--- src/rtl/zilla_muldiv_pkg.sv ---
// Shared types for the RV32M multiply/divide scheduler: FSM states,
// funct3 op codes and writeback result-mux select codes.
package zilla_muldiv_pkg;

    typedef enum logic [1:0] {
        ST_IDLE = 2'b00,
        ST_MUL  = 2'b01,
        ST_DIV  = 2'b10,
        ST_WB   = 2'b11
    } state_e;

    localparam logic [2:0] OP_MUL    = 3'b000;
    localparam logic [2:0] OP_MULH   = 3'b001;
    localparam logic [2:0] OP_MULHSU = 3'b010;
    localparam logic [2:0] OP_MULHU  = 3'b011;
    localparam logic [2:0] OP_DIV    = 3'b100;
    localparam logic [2:0] OP_DIVU   = 3'b101;
    localparam logic [2:0] OP_REM    = 3'b110;
    localparam logic [2:0] OP_REMU   = 3'b111;

    typedef enum logic [1:0] {
        WB_MUL    = 2'b00,
        WB_QUOT   = 2'b01,
        WB_REM    = 2'b10,
        WB_BYPASS = 2'b11
    } wb_src_e;

    // Divide-by-zero results are produced by the bypass path, not the divider.
    function automatic wb_src_e op_to_src(input logic [2:0] op, input logic div_zero);
        wb_src_e src;
        case (op)
            OP_MUL, OP_MULH, OP_MULHSU, OP_MULHU: src = WB_MUL;
            OP_DIV, OP_DIVU:                      src = WB_QUOT;
            OP_REM, OP_REMU:                      src = WB_REM;
            default:                              src = WB_MUL;
        endcase
        if (op[2] && div_zero) begin
            src = WB_BYPASS;
        end
        return src;
    endfunction

endpackage

--- src/rtl/zilla_mcyc_counter.sv ---
// Clearable up-counter with terminal-count compare; shared between the
// multiplier latency wait and the divider timeout.
module zilla_mcyc_counter #(
    parameter int unsigned WIDTH = 6
) (
    input  logic             ld_hz_ctrl_clk,
    input  logic             ld_hz_ctrl_rst,
    input  logic             clr_i,
    input  logic             en_i,
    input  logic [WIDTH-1:0] term_i,
    output logic             tc_o
);

    logic [WIDTH-1:0] cnt_q;

    // NOTE: sequential state uses non-blocking assignments so every flop samples pre-edge values.
    always_ff @(posedge ld_hz_ctrl_clk or negedge ld_hz_ctrl_rst) begin
        if (!ld_hz_ctrl_rst) begin
            cnt_q <= '0;
        end else if (clr_i) begin
            cnt_q <= '0;
        end else if (en_i) begin
            cnt_q <= cnt_q + WIDTH'(1);
        end
    end

    assign tc_o = (cnt_q == term_i);

endmodule

--- src/rtl/zilla_muldiv_sched.sv ---
// RV32M multi-cycle scheduler: launches the pipelined multiplier or shared
// divider, stalls the pipeline while busy and sequences a one-cycle writeback.
module zilla_muldiv_sched
    import zilla_muldiv_pkg::*;
#(
    parameter int unsigned GPR_ADDR_WIDTH = 5,
    parameter int unsigned MUL_LATENCY    = 3,
    parameter int unsigned DIV_TIMEOUT    = 64
) (
    input  logic                      ld_hz_ctrl_clk,
    input  logic                      ld_hz_ctrl_rst,
    input  logic                      wdt_reset_i,
    input  logic                      req_valid_i,
    input  logic [2:0]                req_op_i,
    input  logic [GPR_ADDR_WIDTH-1:0] req_rd_i,
    input  logic                      req_div_zero_i,
    output logic                      req_ready_o,
    output logic                      mul_start_o,
    output logic                      div_start_o,
    output logic                      div_signed_o,
    input  logic                      div_done_i,
    output logic                      wb_valid_o,
    output logic                      wb_we_o,
    output logic [GPR_ADDR_WIDTH-1:0] wb_rd_o,
    output logic [1:0]                wb_src_o,
    output logic                      stall_o,
    output logic                      timeout_err_o
);

    localparam int unsigned CNT_MAX = (DIV_TIMEOUT > 16) ? DIV_TIMEOUT : 16;
    localparam int unsigned CNT_W   = $clog2(CNT_MAX);
    localparam logic [CNT_W-1:0] MUL_TC = CNT_W'(MUL_LATENCY - 1);
    localparam logic [CNT_W-1:0] DIV_TC = CNT_W'(DIV_TIMEOUT - 1);

    state_e                    state_q, state_d;
    logic [GPR_ADDR_WIDTH-1:0] rd_q, rd_d;
    wb_src_e                   src_q, src_d;
    logic                      cnt_clr, cnt_en, cnt_tc;
    logic [CNT_W-1:0]          cnt_term;
    logic                      accept;

    zilla_mcyc_counter #(.WIDTH(CNT_W)) u_cnt (
        .ld_hz_ctrl_clk (ld_hz_ctrl_clk),
        .ld_hz_ctrl_rst (ld_hz_ctrl_rst),
        .clr_i          (cnt_clr),
        .en_i           (cnt_en),
        .term_i         (cnt_term),
        .tc_o           (cnt_tc)
    );

    always_ff @(posedge ld_hz_ctrl_clk or negedge ld_hz_ctrl_rst) begin
        if (!ld_hz_ctrl_rst) begin
            state_q <= ST_IDLE;
            rd_q    <= '0;
            src_q   <= WB_MUL;
        end else begin
            state_q <= state_d;
            rd_q    <= rd_d;
            src_q   <= src_d;
        end
    end

    assign accept = (state_q == ST_IDLE) && req_valid_i && !wdt_reset_i;

    // NOTE: every signal written here gets a default first, so no path can infer a latch.
    always_comb begin
        state_d       = state_q;
        rd_d          = rd_q;
        src_d         = src_q;
        cnt_clr       = 1'b0;
        cnt_en        = 1'b0;
        cnt_term      = MUL_TC;
        mul_start_o   = 1'b0;
        div_start_o   = 1'b0;
        div_signed_o  = 1'b0;
        timeout_err_o = 1'b0;

        case (state_q)
            ST_IDLE: begin
                if (accept) begin
                    rd_d    = req_rd_i;
                    src_d   = op_to_src(req_op_i, req_div_zero_i);
                    cnt_clr = 1'b1;
                    if (!req_op_i[2]) begin
                        mul_start_o = 1'b1;
                        state_d     = ST_MUL;
                    end else if (req_div_zero_i) begin
                        state_d = ST_WB;
                    end else begin
                        div_start_o  = 1'b1;
                        div_signed_o = ~req_op_i[0];
                        state_d      = ST_DIV;
                    end
                end
            end
            ST_MUL: begin
                cnt_en   = 1'b1;
                cnt_term = MUL_TC;
                if (cnt_tc) begin
                    state_d = ST_WB;
                end
            end
            ST_DIV: begin
                cnt_en   = 1'b1;
                cnt_term = DIV_TC;
                // A result arriving on the last allowed cycle beats the timeout.
                if (div_done_i) begin
                    state_d = ST_WB;
                end else if (cnt_tc) begin
                    timeout_err_o = 1'b1;
                    state_d       = ST_IDLE;
                end
            end
            ST_WB: begin
                state_d = ST_IDLE;
            end
            default: begin
                state_d = ST_IDLE;
            end
        endcase

        if (wdt_reset_i) begin
            state_d       = ST_IDLE;
            rd_d          = '0;
            src_d         = WB_MUL;
            cnt_clr       = 1'b1;
            timeout_err_o = 1'b0;
        end
    end

    assign req_ready_o = (state_q == ST_IDLE);
    assign stall_o     = (state_q == ST_MUL) || (state_q == ST_DIV) ||
                         ((state_q == ST_IDLE) && req_valid_i);
    assign wb_valid_o  = (state_q == ST_WB);
    assign wb_we_o     = (state_q == ST_WB) && (|rd_q);
    assign wb_rd_o     = rd_q;
    assign wb_src_o    = src_q;

endmodule

--- config.mk ---
export PLATFORM = sky130hd
export DESIGN_NAME = zilla_muldiv_sched
export DESIGN_NICKNAME = d
export VERILOG_FILES = /design/src/rtl/zilla_muldiv_pkg.sv /design/src/rtl/zilla_mcyc_counter.sv /design/src/rtl/zilla_muldiv_sched.sv
export SDC_FILE = /design/constraint.sdc
export NUM_CORES = 1
export LEC_CHECK = 0
export CAP_MARGIN = 5
export CORE_MARGIN = 3
export CORE_UTILIZATION = 47
export DETAILED_ROUTE_END_ITERATION = 16
export GPL_TIMING_DRIVEN = 0
export PLACE_DENSITY_LB_ADDON = 0.3
export SLEW_MARGIN = 0
export SYNTH_ARGS = -nofsm -noshare
export SYNTH_HDL_FRONTEND = slang
export SYNTH_SLANG_ARGS = --single-unit
--- constraint.sdc ---
create_clock -name ld_hz_ctrl_clk -period 4 [get_ports ld_hz_ctrl_clk]
set_clock_uncertainty 0.05 [all_clocks]
set_input_delay 0.8 -clock ld_hz_ctrl_clk [delete_from_list [all_inputs] [get_ports ld_hz_ctrl_clk]]
set_output_delay 0.8 -clock ld_hz_ctrl_clk [all_outputs]
set_load 0.01 [all_outputs]
==> results of run 1 <==
[synthesized netlist by cell type]
master,instances,share of area
sky130_fd_sc_hd__nor4_1,1,0.0075
sky130_fd_sc_hd__o21ai_1,3,0.018
sky130_fd_sc_hd__xor2_1,3,0.031
sky130_fd_sc_hd__nor4b_1,1,0.010
sky130_fd_sc_hd__nor3b_1,1,0.0090
sky130_fd_sc_hd__o41ai_1,1,0.010
sky130_fd_sc_hd__nand2_1,8,0.036
sky130_fd_sc_hd__clkbuf_1,1,0.0045
sky130_fd_sc_hd__nor4_4,1,0.025
sky130_fd_sc_hd__nor3_1,1,0.0060
sky130_fd_sc_hd__a32o_1,2,0.024
sky130_fd_sc_hd__nand4_1,3,0.022
sky130_fd_sc_hd__nor2_1,9,0.040
sky130_fd_sc_hd__a22o_1,5,0.052
sky130_fd_sc_hd__nor2b_1,2,0.015
sky130_fd_sc_hd__a21o_1,1,0.0090
sky130_fd_sc_hd__ha_1,5,0.075
sky130_fd_sc_hd__or3_1,1,0.0075
sky130_fd_sc_hd__buf_2,2,0.012
sky130_fd_sc_hd__nand3_1,1,0.0060
sky130_fd_sc_hd__nand2b_1,1,0.0075
sky130_fd_sc_hd__mux2i_1,1,0.012
sky130_fd_sc_hd__dfrtp_1,15,0.45
sky130_fd_sc_hd__a21oi_1,3,0.018
sky130_fd_sc_hd__xnor2_1,1,0.010
sky130_fd_sc_hd__or4_1,2,0.018
sky130_fd_sc_hd__inv_1,3,0.013
sky130_fd_sc_hd__o21a_1,1,0.0090
sky130_fd_sc_hd__or4b_4,1,0.016
sky130_fd_sc_hd__a211oi_1,1,0.0090
sky130_fd_sc_hd__nand3_2,1,0.012
sky130_fd_sc_hd__o21ai_0,1,0.0060
[metal layers]
| layer | global-route usage | up-vias | wire length (um) |
|---|---|---|---|
| met1 | 0.252 | 379 | 929 |
| met4 | 0.0538 | 0 | 11 |
| met3 | 0.0590 | 3 | 112 |
| li1 | - | 365 | - |
| met5 | 0 | - | 0 |
| met2 | 0.292 | 31 | 950 |
[area by class of cell]
type                    count  area share
plain buffers               3      0.0118
clock buffers               3      0.0193
clock inverters             1     0.00429
inverters                   3     0.00966
multi-input cells          62       0.376
flip-flops and latches     15       0.322
well taps                  24      0.0258
repair buffers             27       0.232
[final timing paths]
| check | from | to | slack [ns] |
|---|---|---|---|
| setup / recovery | req_valid_i | div_signed_o | 0.30 |
| hold / removal | wb_src_o[1] | wb_src_o[1] | 0.47 |
| setup reg to reg | state_q[0] | state_q[0] | 1.90 |
| hold reg to reg | wb_src_o[1] | wb_src_o[1] | 0.47 |
| max in group asynchronous | ld_hz_ctrl_rst | u_cnt.cnt_q[0] | 2.59 |
| min in group asynchronous | ld_hz_ctrl_rst | wb_rd_o[0] | 0.86 |
[cell families (layout without fill, tap and decap cells)]
logic type | after synthesis | in the layout
fa+ha+maj | 5 | 5
compound gates | 18 | 18
flops | 15 | 15
buf+inv | 6 | 37
simple gates | 34 | 34
mux | 1 | 1
xor+xnor | 4 | 4
[power groups by stage]
stage	combinational [mW]	sequential [mW]	clock (mW)
finish	0.275	0.208	0.0895
global route	0.304	0.211	0.0969
CTS	0.276	0.207	0.0904
detailed placement	0.274	0.210	0
global placement	0.267	0.208	0
floorplan	0.164	0.208	0
[critical path, stage by stage]
cell	delay, ns
sky130_fd_sc_hd__clkdlybuf4s50_1	0.52
sky130_fd_sc_hd__nand2_1	0.11
sky130_fd_sc_hd__nor2_1	0.35
sky130_fd_sc_hd__nand2_1	0.19
sky130_fd_sc_hd__nor4b_1	0.28
sky130_fd_sc_hd__clkdlybuf4s50_1	0.59
[sequential cells by signal, indices dropped and copies added (netlist names)]
signal,flops
u_cnt.cnt_q,6
wb_rd_o,5
state_q,2
wb_src_o,2
==> flow_results.xml, run 1 <==
<?xml version="1.0" encoding="UTF-8"?>
<metrics>
  <group name="synthesis">
    <metric name="synthMuxAreaShare" unit="">0.0119</metric>
    <metric name="synth_sequential_area_ratio" unit="">0.448</metric>
    <metric name="synth_top_family_by_area" unit="">simple AND/OR/NAND/NOR gates</metric>
    <metric name="postSynthCellCount" unit="">83</metric>
    <metric name="synth_seq_cells" unit="">15</metric>
    <metric name="yosys.area_share.simple" unit="">0.239</metric>
    <metric name="yosysUniqueCellTypes" unit="">32</metric>
    <metric name="syn-cell-area" unit="um^2">838</metric>
    <metric name="yosys.area_share.adder" unit="">0.0746</metric>
    <metric name="synth.yosys.warnings" unit="">0</metric>
    <metric name="yosys.area_share.xor_xnor" unit="">0.0418</metric>
    <metric name="post_synth.cell_area_avg" unit="um^2">10.1</metric>
    <metric name="share_of_the_synthesized_area_in_compound_gates_ao_oa_aoi_oai" unit="">0.155</metric>
    <metric name="synth.net_count" unit="">102</metric>
  </group>
  <group name="floorplan">
    <metric name="die_width" unit="um">48.2</metric>
    <metric name="die_height" unit="um">48.2</metric>
    <metric name="start_util" unit="">0.526</metric>
    <metric name="core_area" unit="um^2">1590</metric>
    <metric name="die_area" unit="um^2">2330</metric>
    <metric name="i_o_pins" unit="">29</metric>
    <metric name="core.rowCount" unit="">14</metric>
  </group>
  <group name="clock_tree">
    <metric name="cts.htree.levels" unit="">1</metric>
    <metric name="cts_tree" unit="">built</metric>
    <metric name="clkSinkCount" unit="">15</metric>
    <metric name="hold_buffer_count_at_cts" unit="">0</metric>
    <metric name="post_cts.resized_instances" unit="">0</metric>
    <metric name="clock_path_buffers" unit="">2</metric>
    <metric name="post_cts.repair.setup_buffers" unit="">0</metric>
    <metric name="cts_buffers" unit="">3</metric>
    <metric name="clock_latency" unit="ns">0.29</metric>
    <metric name="clkTransAtPathRegs" unit="ns">0.10</metric>
    <metric name="cts.root.buffer_cell" unit="">sky130_fd_sc_hd__clkbuf_4</metric>
  </group>
  <group name="placed_design">
    <metric name="gp_congestion" unit="">0.854</metric>
    <metric name="postPlaceCellArea" unit="um^2">1140</metric>
    <metric name="place_hpwl" unit="um">1540</metric>
    <metric name="dp_worst_setup_slack" unit="ns">0.314</metric>
    <metric name="place.detailed.instances" unit="">134</metric>
    <metric name="place.port_buffers" unit="">27</metric>
  </group>
  <group name="global_route">
    <metric name="overflow" unit="">0</metric>
    <metric name="pin_count_of_the_biggest_net_entering_global_routing" unit="">16</metric>
    <metric name="number_of_global_route_vias_before_repair" unit="">702</metric>
    <metric name="grtUsageTotal" unit="">0.188</metric>
    <metric name="antenna_violations_before_repair" unit="">0</metric>
    <metric name="wire_length_of_the_first_global_routing_pass" unit="um">3080</metric>
  </group>
  <group name="finish">
    <metric name="mostFrequentLayoutCell" unit="">sky130_fd_sc_hd__clkdlybuf4s50_1</metric>
    <metric name="multi_input_area" unit="um^2">438</metric>
    <metric name="final_layout_size_suffix_gt1_frac" unit="">0.0789</metric>
    <metric name="nets" unit="">134</metric>
    <metric name="final.fill_count" unit="">123</metric>
    <metric name="final_core_util" unit="">0.732</metric>
    <metric name="seqCellArea" unit="um^2">375</metric>
    <metric name="fin_cells" unit="">138</metric>
    <metric name="syn2layout_area_growth" unit="%">39.1</metric>
    <metric name="layout.cells.most_common_list" unit="">sky130_fd_sc_hd__clkdlybuf4s50_1 (27), sky130_fd_sc_hd__dfrtp_1 (15), sky130_fd_sc_hd__nor2_1 (9)</metric>
    <metric name="finalInstanceArea" unit="um^2">1170</metric>
    <metric name="insertedDiodeCount" unit="">0</metric>
  </group>
  <group name="critical_path">
    <metric name="cp-start-kind" unit="">input port</metric>
    <metric name="timing.critical_path.required" unit="ns">3.15</metric>
    <metric name="setup.worst_path.class" unit="">input port to output port</metric>
    <metric name="worst_r2r_path_depth" unit="">6</metric>
    <metric name="timing.critical_path.to_type" unit="">output port</metric>
    <metric name="critical_path_arrival" unit="ns">2.85</metric>
    <metric name="cp_max_fo" unit="">6</metric>
  </group>
  <group name="pwr">
    <metric name="ir_worst_vdd" unit="V">0.000330</metric>
    <metric name="p_leak" unit="nW">0.493</metric>
    <metric name="power.total" unit="mW">0.572</metric>
    <metric name="seqPwrFrac" unit="">0.363</metric>
    <metric name="clock_power_share" unit="">0.157</metric>
    <metric name="power.internal" unit="mW">0.353</metric>
    <metric name="power_switching" unit="mW">0.218</metric>
    <metric name="power-per-cell-area" unit="nW/um^2">490</metric>
    <metric name="combinationalPowerShare" unit="">0.480</metric>
    <metric name="netSwitchingFraction" unit="">0.382</metric>
  </group>
  <group name="drt">
    <metric name="route.detailed.drc" unit="">0</metric>
    <metric name="first_iter_violations" unit="">11</metric>
    <metric name="wire_length_after_detailed_routing" unit="um">2000</metric>
    <metric name="drtPass1Iterations" unit="">4</metric>
    <metric name="antenna_violating_nets_post_route" unit="">0</metric>
    <metric name="vias_per_cell" unit="">5.64</metric>
    <metric name="via_count" unit="">778</metric>
    <metric name="route.detailed.wl_per_inst" unit="um">14.5</metric>
  </group>
  <group name="timing">
    <metric name="min_period" unit="ns">3.70</metric>
    <metric name="report.final.setup_viol" unit="">0</metric>
    <metric name="timing.slew.headroom" unit="">0.538</metric>
    <metric name="fmax" unit="MHz">270</metric>
    <metric name="timing.final.max_slew_violations" unit="">0</metric>
    <metric name="transition_time_of_the_tightest_slew_check_pin" unit="ns">0.693</metric>
    <metric name="post-route-worst-setup-slack" unit="ns">0.300</metric>
    <metric name="finalSetupTns" unit="ns">0</metric>
    <metric name="hold_viol" unit="">0</metric>
    <metric name="setup_repair_after_global_routing_missed_its_margin" unit="">no</metric>
    <metric name="post_route_fraction_of_the_period_consumed_by_the_critical_path" unit="">0.925</metric>
    <metric name="holdWs" unit="ns">0.469</metric>
  </group>
  <group name="min_path">
    <metric name="min_path_type" unit="">flop to flop</metric>
    <metric name="worstHoldPathCells" unit="">2</metric>
  </group>
  <group name="run">
    <metric name="number_of_max_capacitance_violations_reported" unit="">0</metric>
  </group>
  <group name="status">
    <metric name="outcome" unit="">complete, no violations</metric>
  </group>
</metrics>
(Power assumes the default switching activity.)
==> inputs of run 2 (changes only) <==
--- a/config.mk
+++ b/config.mk
@@ -11,6 +11,7 @@
 export DETAILED_ROUTE_END_ITERATION = 16
 export GPL_TIMING_DRIVEN = 0
 export PLACE_DENSITY_LB_ADDON = 0.3
+export SKIP_LAST_GASP = 1
 export SLEW_MARGIN = 0
 export SYNTH_ARGS = -nofsm -noshare
 export SYNTH_HDL_FRONTEND = slang
==> results of run 2 <==
The final DEF is identical to that of run 1; final timing and power are the same.
